[src/rtl/lfsr_pkg.sv]
// Shared types, default tap masks and the single-shift helper for lfsr_gen.
package lfsr_pkg;

  localparam int MAX_W = 32;

  typedef logic [MAX_W-1:0] lfsr_word_t;

  localparam logic [7:0]  TAPS_W8  = 8'hB8;
  localparam logic [15:0] TAPS_W16 = 16'hB400;
  localparam logic [23:0] TAPS_W24 = 24'hE10000;
  localparam logic [31:0] TAPS_W32 = 32'h80200003;

  // Operands are zero-extended to MAX_W; callers keep only their low WIDTH bits.
  function automatic lfsr_word_t lfsr_step(input lfsr_word_t state, input lfsr_word_t taps);
    logic fb;
    fb = ^(state & taps);
    return {state[MAX_W-2:0], fb};
  endfunction

endpackage

[src/rtl/lfsr_gen_if.sv]
// Handshake/data bundle for lfsr_gen. Period outputs exist only with LFSR_PERIOD_CNT_EN.
interface lfsr_gen_if #(parameter int WIDTH = 8);
  logic             en;
  logic             load;
  logic [WIDTH-1:0] seed_in;
  logic [WIDTH-1:0] random;
  logic             valid;
  logic             lockup;
`ifdef LFSR_PERIOD_CNT_EN
  logic [WIDTH-1:0] period_cnt;
  logic             period_hit;

  modport master (output en, load, seed_in, input random, valid, lockup, period_cnt, period_hit);
  modport slave  (input en, load, seed_in, output random, valid, lockup, period_cnt, period_hit);
`else
  modport master (output en, load, seed_in, input random, valid, lockup);
  modport slave  (input en, load, seed_in, output random, valid, lockup);
`endif
endinterface

[src/rtl/lfsr_gen_step_chain.sv]
// Combinational chain applying STEPS Fibonacci shifts to a WIDTH-bit state.
module lfsr_step_chain
  import lfsr_pkg::*;
#(
  parameter int              WIDTH = 8,
  parameter logic [WIDTH-1:0] TAPS = 8'hB8,
  parameter int              STEPS = 1
) (
  input  logic [WIDTH-1:0] state_i,
  output logic [WIDTH-1:0] state_o
);

  localparam lfsr_word_t TAPS_X = MAX_W'(TAPS);

  logic [STEPS:0][WIDTH-1:0] stage;

  assign stage[0] = state_i;

  for (genvar s = 0; s < STEPS; s++) begin : g_step
    assign stage[s+1] = WIDTH'(lfsr_step(MAX_W'(stage[s]), TAPS_X));
  end

  assign state_o = stage[STEPS];

endmodule

[src/rtl/lfsr_gen.sv]
// Parametrised Fibonacci LFSR with seed load, lockup recovery and valid strobe.
// Optional period counter enabled by defining LFSR_PERIOD_CNT_EN.
module lfsr_gen
  import lfsr_pkg::*;
#(
  parameter int               WIDTH = 8,
  parameter logic [WIDTH-1:0] TAPS  = 8'hB8,
  parameter logic [WIDTH-1:0] SEED  = '1,
  parameter int               STEPS = 1
) (
  input  logic      clk,
  input  logic      rst,
  lfsr_gen_if.slave bus
);

  logic [WIDTH-1:0] state_q, state_d, step_nxt;
  logic             valid_q, valid_d;
  logic             lockup_q, lockup_d;

  lfsr_step_chain #(.WIDTH(WIDTH), .TAPS(TAPS), .STEPS(STEPS)) u_chain (
    .state_i (state_q),
    .state_o (step_nxt)
  );

  // Load outranks advance; an all-zero result from either path falls back to SEED.
  always_comb begin
    state_d  = state_q;
    valid_d  = 1'b0;
    lockup_d = 1'b0;
    if (bus.load) begin
      valid_d = 1'b1;
      if (bus.seed_in == '0) begin
        state_d  = SEED;
        lockup_d = 1'b1;
      end else begin
        state_d  = bus.seed_in;
      end
    end else if (bus.en) begin
      valid_d = 1'b1;
      if (step_nxt == '0) begin
        state_d  = SEED;
        lockup_d = 1'b1;
      end else begin
        state_d  = step_nxt;
      end
    end
  end

  always_ff @(posedge clk) begin
    if (rst) begin
      state_q  <= SEED;
      valid_q  <= 1'b0;
      lockup_q <= 1'b0;
    end else begin
      state_q  <= state_d;
      valid_q  <= valid_d;
      lockup_q <= lockup_d;
    end
  end

  assign bus.random = state_q;
  assign bus.valid  = valid_q;
  assign bus.lockup = lockup_q;

`ifdef LFSR_PERIOD_CNT_EN
  logic [WIDTH-1:0] ref_q, ref_d;
  logic [WIDTH-1:0] cnt_q, cnt_d;
  logic             hit_q, hit_d;

  // ref_q holds the state seen right after the last reset, load or recovery.
  always_comb begin
    ref_d = ref_q;
    cnt_d = cnt_q;
    hit_d = 1'b0;
    if (bus.load || lockup_d) begin
      ref_d = state_d;
      cnt_d = '0;
    end else if (bus.en) begin
      if (state_d == ref_q) begin
        cnt_d = '0;
        hit_d = 1'b1;
      end else begin
        cnt_d = cnt_q + WIDTH'(1);
      end
    end
  end

  always_ff @(posedge clk) begin
    if (rst) begin
      ref_q <= SEED;
      cnt_q <= '0;
      hit_q <= 1'b0;
    end else begin
      ref_q <= ref_d;
      cnt_q <= cnt_d;
      hit_q <= hit_d;
    end
  end

  assign bus.period_cnt = cnt_q;
  assign bus.period_hit = hit_q;
`endif

endmodule

[src/flat_wrapper.sv]
// flat-port wrapper written by rule: the top's interface ports become plain ports
module lfsr_gen_flat import lfsr_pkg::*;
#(
  parameter int               WIDTH = 8,
  parameter logic [WIDTH-1:0] TAPS  = 8'hB8,
  parameter logic [WIDTH-1:0] SEED  = '1,
  parameter int               STEPS = 1
)
  (clk, rst, bus_en, bus_load, bus_seed_in, bus_random, bus_valid, bus_lockup);
  lfsr_gen_if #(.WIDTH(WIDTH)) bus_i ();
  input  logic clk;
  input  logic rst;
  input wire logic [$bits(bus_i.en)-1:0] bus_en;
  input wire logic [$bits(bus_i.load)-1:0] bus_load;
  input wire logic [$bits(bus_i.seed_in)-1:0] bus_seed_in;
  output wire logic [$bits(bus_i.random)-1:0] bus_random;
  output wire logic [$bits(bus_i.valid)-1:0] bus_valid;
  output wire logic [$bits(bus_i.lockup)-1:0] bus_lockup;
  assign bus_i.en = bus_en;
  assign bus_i.load = bus_load;
  assign bus_i.seed_in = bus_seed_in;
  assign bus_random = bus_i.random;
  assign bus_valid = bus_i.valid;
  assign bus_lockup = bus_i.lockup;
  lfsr_gen #(.WIDTH(WIDTH), .TAPS(TAPS), .SEED(SEED), .STEPS(STEPS)) u_core (.clk(clk), .rst(rst), .bus(bus_i));
endmodule
[config.mk]
export PLATFORM = sky130hd
export DESIGN_NAME = lfsr_gen_flat
export DESIGN_NICKNAME = d
export VERILOG_FILES = /design/src/rtl/lfsr_pkg.sv /design/src/rtl/lfsr_gen_if.sv /design/src/rtl/lfsr_gen_step_chain.sv /design/src/rtl/lfsr_gen.sv /design/src/flat_wrapper.sv
export SDC_FILE = /design/constraint.sdc
export NUM_CORES = 1
export LEC_CHECK = 0
export BUFFER_PORTS_ARGS = -buffer_cell sky130_fd_sc_hd__buf_2
export CAP_MARGIN = 25
export CORE_AREA = 2 2 39 41
export DETAILED_ROUTE_END_ITERATION = 8
export DIE_AREA = 0 0 41 43
export PLACE_DENSITY = 0.71
export SLEW_MARGIN = 20
export SYNTH_ARGS = -nofsm -noshare
export SYNTH_HDL_FRONTEND = slang
export SYNTH_SLANG_ARGS = --single-unit
[constraint.sdc]
create_clock -name clk -period 1.6 [get_ports clk]
set_input_delay 0.08 -clock clk [delete_from_list [all_inputs] [get_ports clk]]
set_output_delay 0.08 -clock clk [all_outputs]
set_load 0.01 [all_outputs]
==> results.json <==
{
  "status": "completed",
  "overflow": 0,
  "internal_power_uw": 418,
  "wirelength_mm": 1.17,
  "vias": 506,
  "setup_viol": 0,
  "hold_start": "rst",
  "initial_core_util_pct": 40.4,
  "fin_skew_ps": 0.383,
  "fin_setup_tns_ps": 0,
  "netlist_area_sq_um": 559,
  "drtIter0Drc": 16,
  "async_flop_share_pct": 0,
  "power_density_nw_per_um2": 840,
  "p_sw_uw": 173,
  "pin_count": 22,
  "vias_per_cell": 5.33,
  "ant_nets": 0,
  "numClockSinks": 10,
  "synth-edff-count": 0,
  "ir_drop_mv": 0.398,
  "finalCriticalPeriod_ps": 1380,
  "sw_frac_of_total_pct": 29.2,
  "syn2layout_area_growth_pct": 25.7,
  "drt_first_pass_iters": 4,
  "crit_family": "simple AND/OR/NAND/NOR gates",
  "p_leak_uw": 0.000292,
  "r2r-start": "u_core.bus.random[4]$_SDFFE_PP1P_",
  "rsz0062_at_grt": "no",
  "h-tree-depth": 1,
  "final_cell_count_no_fill": 95,
  "hold_violations": 0,
  "syn_area_per_cell_sq_um": 9.99,
  "num_antenna_cells": 0,
  "worst-path-buf-inv": 0,
  "cts_buffers": 3,
  "grt_max_degree": 12,
  "nNetsFinal": 93,
  "postCtsHoldBufs": 0,
  "crit_path_start": "u_core.bus.random[4]$_SDFFE_PP1P_",
  "post_synth_inst_count": 56,
  "ctsResizeCount": 0,
  "arrival_ps": 1560,
  "drc_errors": 0,
  "dp.cells": 92,
  "die_w_um": 41,
  "syn_nets": 68,
  "synth.distinct_cells": 27,
  "ys_warn_count": 0,
  "grt_pass1_wl_mm": 1.89,
  "die-height_um": 43,
  "row_count": 14,
  "post_cts_buffers": 0,
  "die_area_sq_um": 1760,
  "dp_hpwl_um": 905,
  "ys.flop_type": "dfxtp_1",
  "critPathKind": "register to register",
  "grt_pass1_vias": 451,
  "fill_cells": 135,
  "worstSkewPairLatency_ps": 260,
  "tightest_slew_ps": 582,
  "pwr-share-comb_pct": 23.0,
  "finalCritPeriodShare_pct": 86.3,
  "drv_cap": 0,
  "cts_tree": "yes",
  "cp-start-kind": "register",
  "drv_slew": 0,
  "fmax_ghz": 0.724,
  "synth.yosys.seq_area_share_pct": 35.8,
  "port_buffers": 21,
  "yosys_register_bits": 10,
  "path_clk_slew_ps": 60,
  "wire_per_inst_um": 12.3,
  "drive_gt1_share_pct": 45.6,
  "cp-end-kind": "register",
  "max_stage_delay_ps": 560,
  "cp.required_ps": 1780,
  "cp_max_fo": 6,
  "p_clk_share_pct": 29.0,
  "routabilityCongestion": 0.791,
  "crit_chain": "or4_4 > nor2_4 > a31oi_4 > o211ai_1",
  "clock_path_buffers": 2,
  "grt_usage_pct": 16.1,
  "max_slew_margin_pct": 60.9,
  "cts-root-buf": "clkbuf_4",
  "hp-class": "input port to register",
  "final_util_pct": 50.8,
  "core_sq_um": 1380,
  "antenna_found_initial": 0,
  "cp_slowest_cell": "or4_4",
  "p_seq_share_pct": 48.1
}
==> routing by layer <==
layer | GRT usage (%) | up-vias | part of all wire, %
li1 | - | 255 | -
met1 | 22.3 | 229 | 47
met2 | 20.6 | 20 | 46
met3 | 3.14 | 2 | 4.9
met4 | 12.7 | 0 | 2.1
met5 | 0 | - | 0
==> per-stage QoR <==
stage                     hold WS [ps]  setup WS, ps  power (uW)  instance area (sq um)
after global routing              11.9           139         626                    703
after CTS                         9.40           212         595                    703
final                             15.4           220         591                    703
after global placement             283           249         424                    681
after detailed placement           288           217         425                    681
after floorplan                    142           245         379                    559
==> synth_stat cells, drive strengths merged, types with 2 or more instances <==
| cell | number | share of area, % |
|---|---|---|
| buf | 2 | 2.7 |
| xnor2 | 3 | 6.0 |
| nand3 | 2 | 2.7 |
| nand2 | 7 | 4.7 |
| nor2 | 4 | 4.0 |
| dfxtp | 10 | 36 |
| nor3 | 2 | 1.8 |
| mux2i | 6 | 11 |
| o211ai | 6 | 8.9 |
==> final cells by class <==
class | instances | area (sq um) | share of cell area (%)
clock buffer | 3 | 22.5 | 3.20
timing repair buffer | 23 | 120 | 17.1
sequential | 10 | 200 | 28.5
multi-input combinational | 43 | 340 | 48.4
tap | 16 | 20.0 | 2.85
==> worst register-to-register path: stages, from the launching register on <==
cell and delay [ps]:
dfxtp_1 350, or4_4 560, nor2_4 150, a31oi_4 130, o211ai_1 120
==> state kept, by name (all words and copies together), names as in the netlist <==
name and count:
u_core.bus.lockup 1, u_core.bus.random 8, u_core.bus.valid 1
==> cells by family (layout without fill, tap and decap cells) <==
family          count (synthesis)  in the layout  synth area share [%]
simple gates                   22             22                  22.8
compound gates                 11             11                  19.2
flops                          10             10                  35.8
mux                             7              7                  12.8
xor+xnor                        3              3                  6.04
buf+inv                         3             26                  3.35
==> power by group through the flow <==
stage | clock network (uW) | logic (uW) | registers (uW)
floorplan | 0 | 84.1 | 295
global placement | 0 | 135 | 289
detailed placement | 0 | 135 | 290
CTS | 175 | 136 | 284
global route | 190 | 148 | 287
finish | 171 | 136 | 284
==> worst paths after layout <==
check,cells past startpoint,slack [ps],endpoint
worst max register to register,4,220,u_core.bus.random[6]$_SDFFE_PP1P_
worst min register to register,2,600,u_core.bus.random[1]$_SDFFE_PP1P_
worst min-delay path,2,20,u_core.bus.lockup$_SDFF_PP0_
worst max-delay path,4,220,u_core.bus.random[6]$_SDFFE_PP1P_
==> cell usage in the layout, fill, tap and decap left out <==
cell type  Yosys  final
buf_2          0     21
dfxtp_1       10     10
nand2_1        7      7
mux2i_1        6      6
o211ai_1       5      5
nor2_1         3      3
clkbuf_4       0      3
xnor2_1        2      2
nor3_1         2      2
buf_4          2      2
nand2b_2       1      1
or4_4          1      1
nor2_4         1      1
xnor2_2        1      1
nor4_1         1      1
nor2b_1        1      1
a31o_2         1      1
a31oi_4        1      1
o211ai_2       1      1
nand3_2        1      1
mux2_2         1      1
o2bb2ai_1      1      1
nand3b_1       1      1
nor3b_1        1      1
a221o_1        1      1
or3_1          1      1
nand3_1        1      1
a21oi_2        1      1
No activity file was read; power rests on OpenSTA's default activity.
